==> config.mk <==
export PLATFORM = sky130hd
export DESIGN_NAME = writeback_queue
export DESIGN_NICKNAME = d
export VERILOG_FILES = /design/src/rtl/writeback_queue.sv
export SDC_FILE = /design/constraint.sdc
export NUM_CORES = 1
export LEC_CHECK = 0
export ABC_CLOCK_PERIOD_IN_PS = 6800
export BUFFER_PORTS_ARGS = -buffer_cell sky130_fd_sc_hd__buf_2
export CORE_UTILIZATION = 60
export DETAILED_ROUTE_END_ITERATION = 12
export HOLD_SLACK_MARGIN = 0.08
export PLACE_DENSITY = 0.8
export SKIP_CTS_REPAIR_TIMING = 1
export SYNTH_ARGS = -nofsm -noshare
export SYNTH_HDL_FRONTEND = slang
export SYNTH_SLANG_ARGS = --single-unit
==> constraint.sdc <==
create_clock -name CLK -period 6.8 [get_ports CLK]
set_input_delay 0 -clock CLK [delete_from_list [all_inputs] [get_ports CLK]]
set_output_delay 0 -clock CLK [all_outputs]
set_load 0.1 [all_outputs]
==> src/rtl/writeback_queue.sv <==
// Writeback stage: round-robin merge of ALU/LSU results into an in-order FIFO that
// retires one register-file write per cycle, plus a per-register pending scoreboard.
module writeback_queue #(
  parameter int DEPTH = 4
) (
  input  logic                     CLK,
  input  logic                     RESET,
  input  logic                     alu_valid,
  input  logic [4:0]               alu_rd,
  input  logic [31:0]              alu_data,
  output logic                     alu_ready,
  input  logic                     lsu_valid,
  input  logic [4:0]               lsu_rd,
  input  logic [31:0]              lsu_data,
  output logic                     lsu_ready,
  input  logic                     issue_valid,
  input  logic [4:0]               issue_rd,
  output logic                     issue_ready,
  input  logic [4:0]               q_rs1,
  input  logic [4:0]               q_rs2,
  output logic                     busy_rs1,
  output logic                     busy_rs2,
  output logic [4:0]               wb_addr,
  output logic [31:0]              wb_data,
  output logic                     wb_en,
  output logic [$clog2(DEPTH):0]   occupancy
);

  localparam int AW = $clog2(DEPTH);
  localparam logic [AW:0] FULL_CNT = (AW+1)'(DEPTH);

  typedef struct packed {
    logic [4:0]  rd;
    logic [31:0] data;
  } wb_entry_t;

  wb_entry_t         mem_q [DEPTH];
  logic [AW-1:0]     head_q, head_d, tail_q, tail_d;
  logic [AW:0]       occ_q, occ_d;
  logic              last_alu_q, last_alu_d;
  logic [31:0]       pending_q, pending_d;
  logic [4:0]        wb_addr_q, wb_addr_d;
  logic [31:0]       wb_data_q, wb_data_d;
  logic              wb_en_q, wb_en_d;

  logic              full, pop, alu_hs, lsu_hs, push;
  wb_entry_t         push_entry, head_entry;

  assign full       = (occ_q == FULL_CNT);
  assign pop        = (occ_q != '0);
  assign head_entry = mem_q[head_q];

  // Contention goes to whichever side lost the previous grant.
  always_comb begin
    alu_ready = 1'b0;
    lsu_ready = 1'b0;
    if (!full) begin
      if (alu_valid && lsu_valid) begin
        lsu_ready = last_alu_q;
        alu_ready = !last_alu_q;
      end else begin
        alu_ready = alu_valid;
        lsu_ready = lsu_valid;
      end
    end
  end

  assign alu_hs = alu_valid && alu_ready;
  assign lsu_hs = lsu_valid && lsu_ready;

  always_comb begin
    push_entry = lsu_hs ? '{rd: lsu_rd, data: lsu_data} : '{rd: alu_rd, data: alu_data};
    // x0 results are handshaken but never stored.
    push       = (alu_hs || lsu_hs) && (push_entry.rd != 5'd0);
  end

  always_comb begin
    last_alu_d = last_alu_q;
    if (alu_hs)      last_alu_d = 1'b1;
    else if (lsu_hs) last_alu_d = 1'b0;

    head_d = pop  ? head_q + 1'b1 : head_q;
    tail_d = push ? tail_q + 1'b1 : tail_q;
    occ_d  = occ_q + (AW+1)'(push) - (AW+1)'(pop);

    wb_en_d   = pop;
    wb_addr_d = pop ? head_entry.rd   : wb_addr_q;
    wb_data_d = pop ? head_entry.data : wb_data_q;
  end

  // The clear follows the registered write; issue_ready forbids a same-edge set of that reg.
  always_comb begin
    pending_d = pending_q;
    if (wb_en_q)
      pending_d[wb_addr_q] = 1'b0;
    if (issue_valid && issue_ready && (issue_rd != 5'd0))
      pending_d[issue_rd] = 1'b1;
    pending_d[0] = 1'b0;
  end

  assign issue_ready = (issue_rd == 5'd0) || !pending_q[issue_rd];
  assign busy_rs1    = pending_q[q_rs1];
  assign busy_rs2    = pending_q[q_rs2];

  always_ff @(posedge CLK or negedge RESET) begin
    if (!RESET) begin
      head_q     <= '0;
      tail_q     <= '0;
      occ_q      <= '0;
      last_alu_q <= 1'b1;
      pending_q  <= '0;
      wb_en_q    <= 1'b0;
      wb_addr_q  <= '0;
      wb_data_q  <= '0;
    end else begin
      head_q     <= head_d;
      tail_q     <= tail_d;
      occ_q      <= occ_d;
      last_alu_q <= last_alu_d;
      pending_q  <= pending_d;
      wb_en_q    <= wb_en_d;
      wb_addr_q  <= wb_addr_d;
      wb_data_q  <= wb_data_d;
    end
  end

  // Storage is qualified by occupancy, so it needs no reset.
  always_ff @(posedge CLK) begin
    if (push)
      mem_q[tail_q] <= push_entry;
  end

  assign wb_en     = wb_en_q;
  assign wb_addr   = wb_addr_q;
  assign wb_data   = wb_data_q;
  assign occupancy = occ_q;

endmodule
==> summary.txt <==
STA
  – Achievable Freq: 304.5 MHz
  – Period Utilization, post-route: 48.29%
  – Worst-margin pin slew: 1.279 ns
  – Final count of pins violating max slew: 0
  – Hold violation count in the final report: 0
  – Final period demand of the worst path: 3.284 ns
  – Setup repair after global routing missed its margin: false
  – Clock Skew: 0.02586 ns
  – Count of final setup violators: 0
  – Worst slew margin relative to its limit: 14.52%
  – Total negative slack: 0 ns

Routing
  – Initial drt markers: 477
  – Antenna Nets Post-Route: 0
  – First-pass iteration count of the detailed router: 5
  – Total wire length after detailed routing: 22930 um
  – Average wire per cell in the routed design: 22.39 um
  – Vias per Instance: 6.030
  – Count of vias placed by the detailed router: 6175
  – Total DRC errors in the routed layout: 0

Yosys
  – Synthesized net count: 670
  – Predominant post-synthesis flop cell: sky130_fd_sc_hd__edfxtp_1
  – Proportion of register bits with asynchronous set or reset after synthesis: 34.22%
  – Synthesized area per cell: 17.18 sq um
  – EDFF count, synth: 148
  – Synth warn: 0
  – Post-Synthesis Cells: 569
  – Sequential area share after synthesis: 65.19%
  – Post-synthesis instance area: 0.009774 sq mm
  – Count of different cell masters after synthesis: 38
  – Number of synthesized register bits: 225

Global route
  – Maximum number of pins on one net before global-route repair: 78
  – GRT Total Usage: 26.20%
  – Congestion Overflow GR: 0
  – GR Layer Usage met1: 35.25%
  – Wire length of the first global-routing pass: 32550 um
  – Global routing usage on met3: 3.179%
  – Initial antenna violation count: 1
  – Busiest layer in global routing: met2
  – Met2 Usage GRT: 44.45%
  – Via count of the first global-routing pass: 6006

Clock tree
  – CTS Root Cell: sky130_fd_sc_hd__clkbuf_16
  – Number of H-tree branching levels: 1
  – Clock-pin slew reported for the worst setup and hold paths after clock tree synthesis: 0.06 ns
  – TritonCTS buffer count: 23
  – Number of buffers on the longest clock path: 3
  – CTS tree: yes
  – Insertion delay of the later-clocked pin in the worst-skew pair: 0.53 ns
  – Sinks on the clock net: 225

Power and ir drop
  – Switching part of the total power: 42.15%
  – Worst IR drop on VDD: 431.3 uV
  – Proportion of power drawn by flip-flops and latches: 37.7%
  – Comb pwr share: 43.1%
  – Part of the power in the clock network: 19.2%
  – Power per unit of standard cell area: 518.0 mW/mm^2
  – Net switching power of the design: 0.002664 W
  – Static power due to leakage: 4.594 nW
  – P_int: 0.003656 W
  – Total power: 0.006321 W

Floorplan
  – Placeable core region: 0.01589 sq mm
  – Die Outline Area: 0.01681 sq mm
  – Number of top-level pins: 140
  – Vertical die dimension: 129.6 um
  – Horizontal die dimension: 129.6 um
  – Number of rows in the core area: 46
  – Effective utilization at floorplan: 61.53%

Job
  – Number of max-capacitance violations reported: 0

Cells and area
  – Layout cell share with drive strength beyond 1: 41.14%
  – Area growth syn-to-layout: 24.83%
  – Most common cell after layout, fill and taps aside: sky130_fd_sc_hd__edfxtp_1
  – Most used cells in the layout excluding fill and tap cells: sky130_fd_sc_hd__edfxtp_1, sky130_fd_sc_hd__buf_2, sky130_fd_sc_hd__dlygate4sd3_1
  – Net count reported at finish: 891
  – Register area: 0.006375 sq mm
  – Area taken by multi-input logic gates: 0.003242 sq mm
  – Fillcell total: 945

Setup path
  – Startpoint types: flop
  – Cell repeated most along the worst path: sky130_fd_sc_hd__inv_1
  – Crit. End Element: flop
  – Worst Path Buf+Inv: 4
  – Family with the most delay on the worst path: adder cells
  – Required time at the endpoint of the critical path: 7.22 ns
  – Crit path max-delay cell type: sky130_fd_sc_hd__or3b_2
  – CP Max Fanout: 40
  – Setup CP Type: flop to flop
  – Critical path cell sequence: or3b_2, nand3_2, buf_4, o22ai_1, inv_1, ha_1, inv_1, ha_1, inv_1, fa_1, xnor2_1, xnor2_1
  – Max incr delay on CP: 0.53 ns
  – Arr. time, crit path: 3.71 ns

Place
  – Number of input and output port buffers inserted: 139
  – HPWL Detailed: 12630 um
  – GPL Wtd Cong: 0.8868

Outcome
  – Run status: finished clean

Min path
  – Type of the worst min-delay path: primary input to flop
==> metal layers <==
layer	routed length, um	part of all wire, %
met5	0	0
met2	11960	52
met3	1499	6.5
met4	840	3.7
met1	8629	38
==> path summary, 6_finish.rpt <==
path	cells after the start	slack, ns	start	endpoint
min reg2reg	2	0.48	last_alu_q$_DFFE_PN1P_	last_alu_q$_DFFE_PN1P_
min	5	0.15	lsu_valid	last_alu_q$_DFFE_PN1P_
max reg2reg	12	3.52	occupancy[1]$_DFF_PN0_	occupancy[2]$_DFF_PN0_
min in group asynchronous	2	0.20	RESET	pending_q[19]$_DFF_PN0_
max	12	3.52	occupancy[1]$_DFF_PN0_	occupancy[2]$_DFF_PN0_
max in group asynchronous	2	5.87	RESET	head_q[0]$_DFFE_PN0P_
==> logic make-up (layout without fill, tap and decap cells) <==
group | after synthesis | count (layout) | synth area share, %
flops | 225 | 225 | 65.19
xor+xnor | 5 | 5 | 0.4480
compound gates | 73 | 73 | 3.981
simple gates | 78 | 78 | 4.173
other cells | 0 | 1 | 0
buf+inv | 37 | 275 | 1.754
fa+ha+maj | 7 | 7 | 0.9728
mux | 144 | 144 | 23.48
==> Yosys cell counts (5+ instances only) <==
master / instances / area [sq um]
sky130_fd_sc_hd__edfxtp_1: 148 / 4444
sky130_fd_sc_hd__mux4_2: 60 / 1351
sky130_fd_sc_hd__dfrtp_1: 76 / 1902
sky130_fd_sc_hd__nand3b_1: 5 / 37.54
sky130_fd_sc_hd__inv_1: 9 / 33.78
sky130_fd_sc_hd__buf_1: 6 / 22.52
sky130_fd_sc_hd__clkbuf_1: 8 / 30.03
sky130_fd_sc_hd__nand3_1: 6 / 30.03
sky130_fd_sc_hd__o21ai_1: 10 / 50.05
sky130_fd_sc_hd__ha_1: 6 / 75.07
sky130_fd_sc_hd__nor3b_1: 5 / 37.54
sky130_fd_sc_hd__nand2_1: 38 / 142.6
sky130_fd_sc_hd__o21ai_0: 53 / 265.3
sky130_fd_sc_hd__mux2_2: 82 / 923.4
sky130_fd_sc_hd__buf_2: 11 / 55.05
==> worst register-to-register path, stage by stage (launching register included) <==
cell,delay [ns]
sky130_fd_sc_hd__dfrtp_1,0.44
sky130_fd_sc_hd__or3b_2,0.53
sky130_fd_sc_hd__nand3_2,0.09
sky130_fd_sc_hd__buf_4,0.47
sky130_fd_sc_hd__o22ai_1,0.34
sky130_fd_sc_hd__inv_1,0.11
sky130_fd_sc_hd__ha_1,0.23
sky130_fd_sc_hd__inv_1,0.08
sky130_fd_sc_hd__ha_1,0.14
sky130_fd_sc_hd__inv_1,0.04
sky130_fd_sc_hd__fa_1,0.38
sky130_fd_sc_hd__xnor2_1,0.19
sky130_fd_sc_hd__xnor2_1,0.16
==> state kept, by name, summed over array words and instances (netlist names) <==
name / flops
wb_addr: 5
occupancy: 3
tail_q: 2
pending_q: 31
mem_q: 148
head_q: 2
wb_data: 32
wb_en: 1
last_alu_q: 1
==> area by class of cell <==
cell class / count / area share (%)
Inverter: 9 / 0.2769
Antenna cell: 1 / 0.02051
Tap cell: 216 / 2.215
Sequential cell: 225 / 52.25
Clock buffer: 37 / 5.640
Multi-Input combinational cell: 307 / 26.57
Clock inverter: 5 / 0.3794
Timing Repair Buffer: 224 / 12.65
==> stage by stage <==
stage	std cells	utilization (%)	hold WS, ns	setup slack (ns)	instance area, sq um
4_1_cts	940	71.57	-0.2999	3.502	11370
3_3_place_gp	898	66.94	0.2121	3.746	10630
6_report	1024	76.81	0.1480	3.516	12200
2_1_floorplan	569	-	-0.2956	3.696	9774
5_1_grt	1024	76.81	0.1965	3.352	12200
3_5_place_dp	898	66.94	0.2451	3.510	10630
==> power by group through the flow <==
stage	registers, W	clock network, W	logic (W)
finish	0.00238	0.00122	0.00272
global route	0.00243	0.00128	0.00285
CTS	0.00236	0.00123	0.00263
detailed placement	0.00238	0	0.00262
global placement	0.00234	0	0.00256
floorplan	0.00315	0	0.00126
Note: power is estimated with default switching activity, not from simulation.
